<file path="src/rtl/burst_pkg.sv">
// Shared definitions for the burst detection / measurement chain.
//   state_e   : run-tracking FSM encoding (IDLE=0, RUN=1)
//   W_DEFAULT : default width of run-length counters
//   DROP_W    : width of the dropped-report counter
package burst_pkg;

    typedef enum logic {
        IDLE = 1'b0,
        RUN  = 1'b1
    } state_e;

    localparam int W_DEFAULT = 8;
    localparam int DROP_W    = 8;

endpackage

</file>
<file path="src/rtl/burst_len_meter_if.sv">
// Valid/ready report port carrying one measured run length.
//   len_valid : report held and not yet consumed
//   len_ready : consumer accepts the report at a posedge when len_valid is high
//   len       : run length in samples
//   len_sat   : run length saturated at 2^W-1
interface burst_len_meter_if #(
    parameter int W = 8
) ();

    logic         len_valid;
    logic         len_ready;
    logic [W-1:0] len;
    logic         len_sat;

    modport master (
        output len_valid,
        output len,
        output len_sat,
        input  len_ready
    );

    modport slave (
        input  len_valid,
        input  len,
        input  len_sat,
        output len_ready
    );

endinterface

</file>
<file path="src/rtl/burst_len_meter_sat_counter.sv">
// Saturating up-counter with synchronous clear.
//   clk, rstn : clock, asynchronous active-low reset
//   clr       : zero the count and the saturated flag (wins over inc)
//   inc       : add one, holding at 2^W-1
//   cnt       : current count
//   sat       : count has reached 2^W-1 since the last clear
module sat_counter #(
    parameter int W = 8
) (
    input  logic         clk,
    input  logic         rstn,
    input  logic         clr,
    input  logic         inc,
    output logic [W-1:0] cnt,
    output logic         sat
);

    logic [W-1:0] cnt_q, cnt_d;
    logic         sat_q, sat_d;

    always_comb begin
        cnt_d = cnt_q;
        sat_d = sat_q;
        if (clr) begin
            cnt_d = '0;
            sat_d = 1'b0;
        end else if (inc) begin
            if (cnt_q != '1) begin
                cnt_d = cnt_q + W'(1);
            end
            sat_d = (cnt_d == '1);
        end
    end

    always_ff @(posedge clk or negedge rstn) begin
        if (!rstn) begin
            cnt_q <= '0;
            sat_q <= 1'b0;
        end else begin
            cnt_q <= cnt_d;
            sat_q <= sat_d;
        end
    end

    assign cnt = cnt_q;
    assign sat = sat_q;

endmodule

</file>
<file path="src/rtl/burst_len_meter.sv">
// Measures each run of consecutive 1s on x and reports runs of at least
// MIN_LEN samples through a one-entry valid/ready output register.
//   clk, rstn : clock, asynchronous active-low reset
//   x         : serial bit stream, sampled every posedge
//   active    : current run has reached MIN_LEN samples
//   drop_cnt  : reports lost because the output register was occupied (saturating)
//   rpt_if    : report port (len_valid/len_ready/len/len_sat)
module burst_len_meter
    import burst_pkg::*;
#(
    parameter int MIN_LEN = 3,
    parameter int W       = W_DEFAULT
) (
    input  logic              clk,
    input  logic              rstn,
    input  logic              x,
    output logic              active,
    output logic [DROP_W-1:0] drop_cnt,
    burst_len_meter_if.master rpt_if
);

    localparam logic [W:0]   MIN_LEN_X = (W+1)'(MIN_LEN);
    localparam logic [W-1:0] MIN_M1    = W'(MIN_LEN - 1);

    state_e            state_q, state_d;
    logic              active_q, active_d;
    logic              len_valid_q, len_valid_d;
    logic [W-1:0]      len_q, len_d;
    logic              len_sat_q, len_sat_d;
    logic [DROP_W-1:0] drop_cnt_q, drop_cnt_d;

    logic [W-1:0]      cnt;
    logic              sat;
    logic              rpt;

    // Counter is zero throughout IDLE, so incrementing on the first 1 gives 1.
    sat_counter #(.W(W)) u_cnt (
        .clk  (clk),
        .rstn (rstn),
        .clr  (!x),
        .inc  (x),
        .cnt  (cnt),
        .sat  (sat)
    );

    assign rpt = (state_q == RUN) && !x && ({1'b0, cnt} >= MIN_LEN_X);

    always_comb begin
        state_d     = x ? RUN : IDLE;
        // cnt reaches MIN_LEN on this edge exactly when it currently holds MIN_LEN-1.
        active_d    = x && (active_q || (cnt == MIN_M1));
        len_valid_d = len_valid_q;
        len_d       = len_q;
        len_sat_d   = len_sat_q;
        drop_cnt_d  = drop_cnt_q;

        if (rpt && (!len_valid_q || rpt_if.len_ready)) begin
            len_valid_d = 1'b1;
            len_d       = cnt;
            len_sat_d   = sat;
        end else if (rpt) begin
            if (drop_cnt_q != '1) begin
                drop_cnt_d = drop_cnt_q + DROP_W'(1);
            end
        end else if (rpt_if.len_ready) begin
            len_valid_d = 1'b0;
        end
    end

    always_ff @(posedge clk or negedge rstn) begin
        if (!rstn) begin
            state_q     <= IDLE;
            active_q    <= 1'b0;
            len_valid_q <= 1'b0;
            len_q       <= '0;
            len_sat_q   <= 1'b0;
            drop_cnt_q  <= '0;
        end else begin
            state_q     <= state_d;
            active_q    <= active_d;
            len_valid_q <= len_valid_d;
            len_q       <= len_d;
            len_sat_q   <= len_sat_d;
            drop_cnt_q  <= drop_cnt_d;
        end
    end

    assign active           = active_q;
    assign drop_cnt         = drop_cnt_q;
    assign rpt_if.len_valid = len_valid_q;
    assign rpt_if.len       = len_q;
    assign rpt_if.len_sat   = len_sat_q;

endmodule

</file>
<file path="src/flat_wrapper.sv">
// flat-port wrapper written by rule: the top's interface ports become plain ports
module burst_len_meter_flat import burst_pkg::*;
#(
    parameter int MIN_LEN = 3,
    parameter int W       = W_DEFAULT
)
  (clk, rstn, x, active, drop_cnt, rpt_if_len_valid, rpt_if_len, rpt_if_len_sat, rpt_if_len_ready);
  burst_len_meter_if #(.W(W)) rpt_if_i ();
  input  logic clk;
  input  logic rstn;
  input  logic x;
  output logic active;
  output logic [DROP_W-1:0] drop_cnt;
  output wire logic [$bits(rpt_if_i.len_valid)-1:0] rpt_if_len_valid;
  output wire logic [$bits(rpt_if_i.len)-1:0] rpt_if_len;
  output wire logic [$bits(rpt_if_i.len_sat)-1:0] rpt_if_len_sat;
  input wire logic [$bits(rpt_if_i.len_ready)-1:0] rpt_if_len_ready;
  assign rpt_if_len_valid = rpt_if_i.len_valid;
  assign rpt_if_len = rpt_if_i.len;
  assign rpt_if_len_sat = rpt_if_i.len_sat;
  assign rpt_if_i.len_ready = rpt_if_len_ready;
  burst_len_meter #(.MIN_LEN(MIN_LEN), .W(W)) u_core (.clk(clk), .rstn(rstn), .x(x), .active(active), .drop_cnt(drop_cnt), .rpt_if(rpt_if_i));
endmodule
</file>
<file path="config.mk">
export PLATFORM = sky130hd
export DESIGN_NAME = burst_len_meter_flat
export DESIGN_NICKNAME = d
export VERILOG_FILES = /design/src/rtl/burst_pkg.sv /design/src/rtl/burst_len_meter_if.sv /design/src/rtl/burst_len_meter_sat_counter.sv /design/src/rtl/burst_len_meter.sv /design/src/flat_wrapper.sv
export SDC_FILE = /design/constraint.sdc
export NUM_CORES = 1
export LEC_CHECK = 0
export BUFFER_PORTS_ARGS = -buffer_cell sky130_fd_sc_hd__buf_4
export CORE_MARGIN = 4
export CORE_UTILIZATION = 47
export CTS_CLUSTER_DIAMETER = 40
export DETAILED_ROUTE_END_ITERATION = 16
export GPL_TIMING_DRIVEN = 1
export HOLD_SLACK_MARGIN = 0.03
export MAX_ROUTING_LAYER = met4
export PLACE_DENSITY_LB_ADDON = 0.3
export SLEW_MARGIN = 20
export SYNTH_ARGS = -nofsm -noshare
export SYNTH_HDL_FRONTEND = slang
export SYNTH_SLANG_ARGS = --single-unit
</file>
<file path="constraint.sdc">
create_clock -name clk -period 2.1 [get_ports clk]
set_clock_uncertainty 0.05 [all_clocks]
set_input_delay 0.21 -clock clk [delete_from_list [all_inputs] [get_ports clk]]
set_output_delay 0.21 -clock clk [all_outputs]
set_load 0.005 [all_outputs]
</file>
# After elaboration in Yosys (flattened, before gate mapping)
# Cells that the tools add are included.
# W data, S select, Z words.
[word_totals]
ff_bits = 29
in_bits = 4
out_inout_bits = 19
elab_cells = 36
[classes]
n_addsub = 2
order_cmp = 1
n_eq_ne = 5
n_mux = 8
bitwise = 1
reduce_logical = 11
[ops]
columns = ["cell", "count"]
rows = [
  ["$mux W8", 3],
  ["$add A8 B1 Y8 const B", 2],
  ["$ne A8 B8 Y1 const B", 2],
  ["$eq A8 B2 Y1 const B", 1],
  ["$eq A8 B8 Y1 const B", 1],
  ["$ge A8 B2 Y1 const B", 1],
  ["$mux W1", 5],
  ["$logic_and A1 B1 Y1", 4],
  ["$reduce_and A3 Y1", 1],
  ["$logic_not A1 Y1", 2],
  ["$logic_or A1 B1 Y1", 2],
  ["$ne A2 B2 Y1 const B", 1],
  ["$reduce_and A2 Y1", 1],
  ["$reduce_bool A2 Y1", 1],
  ["$not A1 Y1", 1],
]

# Longest topological paths before layout
[logic_depth]
ltp_word = 6
depth_mapped = 6
mapped_depth_nobuf = 6

# Modules after synthesis
# A second synthesis with hierarchy kept.
[hier_totals]
cells_unflattened = 131
hier_area_um2 = 1450.1
[modules_own_cells]
columns = ["mod", "n_inst", "cells_each", "area_per_inst_um2", "seq_area_each_um2"]
rows = [
  ["burst_len_meter", 1, 67, 868.3, 500.5],
  ["sat_counter", 1, 64, 581.8, 225.2],
]

# Worst setup path before layout
# No wires, ideal clock.
[synth_path]
path_kind = "flip-flop to flip-flop"
startpoint = "reg u_core.u_cnt.cnt_q[0], in the netlist u_core.u_cnt.cnt[0]"
endpoint = "reg u_core.len_q[0], in the netlist u_core.rpt_if.len[0]"
setup_ns = 0.125
t_arrival_ns = 1.841
required_ns = 1.925
setup_slack_ns = 0.084
stages_incl_launch_ff = 6
path_buffers = 0
period_less_slack_ns = 2.016
path_cell_list = "dfrtp_1 ha_1 or3_1 o211ai_4 nor2_4 mux2_4"
[synth_via]
elab_chain_len = 3
[synth_rtl]
columns = ["element", "line_no", "text"]
rows = [
  ["start: declaration", "burst_len_meter_sat_counter.sv:18", "logic [W-1:0] cnt_q, cnt_d;"],
  ["start signal: assignment", "burst_len_meter_sat_counter.sv:40", "cnt_q <= cnt_d;"],
  ["$ge A8 B2 Y1", "burst_len_meter.sv:46", "assign rpt = (state_q == RUN) && !x && ({1'b0, cnt} >= MIN_LEN_X);"],
  ["$logic_and A1 B1 Y1", "burst_len_meter.sv:46", ""],
  ["$logic_and A1 B1 Y1", "burst_len_meter.sv:57", "if (rpt && (!len_valid_q || rpt_if.len_ready)) begin"],
  ["end signal: assignment", "burst_len_meter.sv:82", "len_q <= len_d;"],
  ["end: declaration", "burst_len_meter.sv:28", "logic [W-1:0] len_q, len_d;"],
]
# Parallel ways exist; a longest one is shown, timed or not.
# A chain may end at the register's enable or synchronous reset.

# Final worst setup path
[layout_path]
startpoint = "reg u_core.u_cnt.cnt_q[1], in the netlist u_core.u_cnt.cnt[1]"
endpoint = "reg u_core.len_q[1], in the netlist u_core.rpt_if.len[1]"
# The elaborated chain is that of the path after synthesis.

==> reports/results.tsv <==
stage	metric	value	unit
synthesis	synthesis.nets	128	
timing	drv_slew	0	
finish	fillers	239	
synthesis	yosysTopAreaCell	dfrtp_1	
floorplan	ios	23	
placed_design	place.gp.congestion	0.8958	
worst_hold_path	hold_path.class	input port to asynchronous set/reset pin	
synthesis	synthTopCellsByArea	dfrtp_1 52%, mux2_4 9.7%, xor2_1 5.0%	
timing	rsz0062_at_grt	no	
worst_setup_path	setup.worst_path.start	u_core.u_cnt.cnt[1]	
clocking	cts_buffer_depth	2	
finish	final_util	61.73	%
drt	drt_first_pass_iters	4	
power	irDropWorstVdd	0.3780	mV
synthesis	synth_top_family_by_area	simple AND/OR/NAND/NOR gates	
timing	period_minus_slack	1931	ps
timing	worst_pin_slew	389.9	ps
status	outcome	finished, final reports clean	
synthesis	async_flop_share	100.0	%
finish	stdcell_area	0.001732	mm²
finish	register_area	725.7	µm²
placed_design	place_worst_setup_slack	177.0	ps
worst_setup_path	cp-end-kind	register	
floorplan	die-area	0.003910	mm²
power	p_total	1111	µW
clocking	numCtsBuffers	5	
worst_setup_path	cp_max_fo	9	
synthesis	synth_compound_area_share	10.74	%
finish	n_antenna_cell	0	
synthesis	synth.top_cell.area_share	51.92	%
synthesis	synthXorXnorAreaFrac	6.267	%
floorplan	dieWidth	62.53	µm
drt	ant_nets	0	
synthesis	ys_seq_elements	29	
power	leakagePower	0.0008624	µW
synthesis	yosys.area_share.simple	14.95	%
drt	post_drt_wl_per_cell	15.20	µm
worst_setup_path	critPathKind	register to register	
finish	multi_input_area	630.6	µm²
timing	period_share	91.96	%
clocking	cts-root-buf	clkbuf_4	
placed_design	hpwl	2127	µm
drt	num_vias	1070	
power	powerDensity	641.3	mW/mm²
finish	nets	165	
finish	synthToLayoutAreaGrowth	23.90	%
synthesis	synth_edf_count	0	
worst_setup_path	cpMaxStageDelayCell	dfrtp_1	
floorplan	core-area	0.002805	mm²
clocking	cts_tree	done	
clocking	cts_resized	0	
global_routing	antenna_found_initial	0	
global_routing	grt_use_total	17.23	%
synthesis	muxShareOfSynthArea	10.47	%
floorplan	core.rowCount	19	
worst_setup_path	r2r-start	u_core.u_cnt.cnt[1]	
synthesis	synthCells	121	
timing	fmax	0.5178	GHz
flow_run	maxCapViolations	0	
timing	setup_tns	0	ps
finish	drive_above_1_share	31.01	%
timing	slew_headroom	73.95	%
worst_setup_path	path_cells	ha_1, or3_1, o211ai_4, nor2_4, mux2_4	
worst_setup_path	crit_required	2270	ps
timing	setup_ws	168.8	ps
timing	setup_viol	0	
floorplan	die_h	62.53	µm
drt	via_per_inst	5.661	
clocking	clock-sinks	29	
synthesis	yosys_warnings	0	
global_routing	first_global_vias	1037	
global_routing	grt_max_degree	30	
drt	drt_iter0_drc	21	
timing	hold_violations	0	
placed_design	place_area	0.001647	mm²
drt	drc	0	
synthesis	ys.flop_type	dfrtp_1	
drt	finalWirelength	2873	µm
synthesis	syn_avg_cell_area	11.55	µm²
worst_setup_path	cpPeakStageDelay	460	ps
global_routing	gr-total-overflow	0	
clocking	clock_latency	330	ps
synthesis	mappedNetlistArea	0.001398	mm²
placed_design	io_buffers	22	
worst_setup_path	cp-start-kind	register	
global_routing	grt_first_pass_wirelength	5009	µm
floorplan	start_util	49.82	%
clocking	htreeDepth	2	
synthesis	synth_fa_ha_area_share	2.686	%
clocking	path_clk_slew	80	ps
synthesis	ys_seq_area_share	51.92	%
worst_setup_path	cp.arrival	2100	ps
synthesis	synth_cell_types	32	
[state kept, by name (all words and copies together), names as in the netlist]
name,count
u_core.rpt_if.len_sat,1
u_core.rpt_if.len,8
u_core.active,1
u_core.drop_cnt,8
u_core.u_cnt.sat,1
u_core.state_q,1
u_core.rpt_if.len_valid,1
u_core.u_cnt.cnt,8
[cell usage after synthesis (2+ instances only)]
cell	n
nor2_1	8
o2111ai_1	2
nand3_1	4
nor3_1	8
nand4_1	2
mux2_4	9
dfrtp_1	29
inv_1	4
ha_1	3
xnor2_1	2
a31oi_1	4
clkbuf_1	3
a211oi_1	4
nand2_1	6
a21oi_1	3
xor2_1	8
and3_1	2
o21ai_0	5
nor4_1	2
[stage by stage]
stage	hold slack, ps	cells
2_1_floorplan	-135.6	121
5_1_grt	307.7	189
4_1_cts	271.8	189
3_5_place_dp	99.05	179
3_3_place_gp	96.40	179
6_report	279.9	189
[cell families (layout without fill, tap and decap cells)]
group / Yosys count / in the layout
flip-flops: 29 / 29
multiplexers: 10 / 10
AO/OA/AOI/OAI: 21 / 21
buffers and inverters: 9 / 46
adder cells (fa/ha/maj): 3 / 3
AND/OR/NAND/NOR: 39 / 39
XOR/XNOR: 10 / 10
[cell type report]
class,instances,share of cell area [%]
flip-flops and latches,29,41.91
multi-input cells,83,36.42
repair buffers,34,15.17
clock buffers,7,3.179
well taps,31,2.240
inverters,5,1.084
[worst paths after layout]
| check | endpoint | slack (ps) | cells after the start |
|---|---|---|---|
| setup / recovery | u_core.rpt_if.len[1] | 170 | 5 |
| hold / removal | u_core.drop_cnt[7] | 280 | 2 |
| setup reg to reg | u_core.rpt_if.len[1] | 170 | 5 |
| hold reg to reg | u_core.rpt_if.len_sat | 450 | 1 |
| max in group asynchronous | u_core.u_cnt.cnt[3] | 1460 | 2 |
| min in group clk | u_core.rpt_if.len_sat | 450 | 1 |
[worst max-delay path: cells and delay by family, from the launching register on]
kind                     cells  cell delay, ps
AND/OR/NAND/NOR              2             540
flip-flops                   1             460
adder cells (fa/ha/maj)      1             230
AO/OA/AOI/OAI                1             220
multiplexers                 1             320
[timing repair]
item,4_1_cts,5_1_grt
hold buffers,3,0
setup buffers,0,0
hold endpoints to repair,31,0
[cell usage in the layout, fill, tap and decap left out]
master         count
nor2b_1            1
mux2_1             1
dlygate4sd3_1      3
nand2_1            6
and3_1             2
nor3_1             8
o211a_1            1
ha_1               3
inv_1              4
nor2_1             8
a211oi_1           4
clkbuf_4           5
buf_4             31
o211ai_4           1
mux2_4             9
o2111ai_1          2
xor2_1             8
o22ai_1            1
nor4_1             2
nand3_1            4
xnor2_1            2
nand4_1            2
clkbuf_1           1
and2_1             1
clkbuf_8           1
dfrtp_1           29
a21oi_1            3
o21ai_0            5
nor4b_1            1
or4_4              1
nor2_4             1
or3_1              1
clkinv_1           1
a31oi_1            4
and4_1             1
[where the power goes]
group | switching (µW) | internal [µW]
clock | 177 | 157
combinational | 63.2 | 92.0
sequential | 29.1 | 592
[routing by layer]
layer | share of wire, % | global-route usage, % | up-vias
met2 | 45 | 22.64 | 32
met4 | 1.8 | 7.438 | 0
met1 | 47 | 23.41 | 517
met5 | 0 | - | -
met3 | 6.1 | 6.655 | 9
li1 | - | - | 512
(Power assumes the default switching activity.)
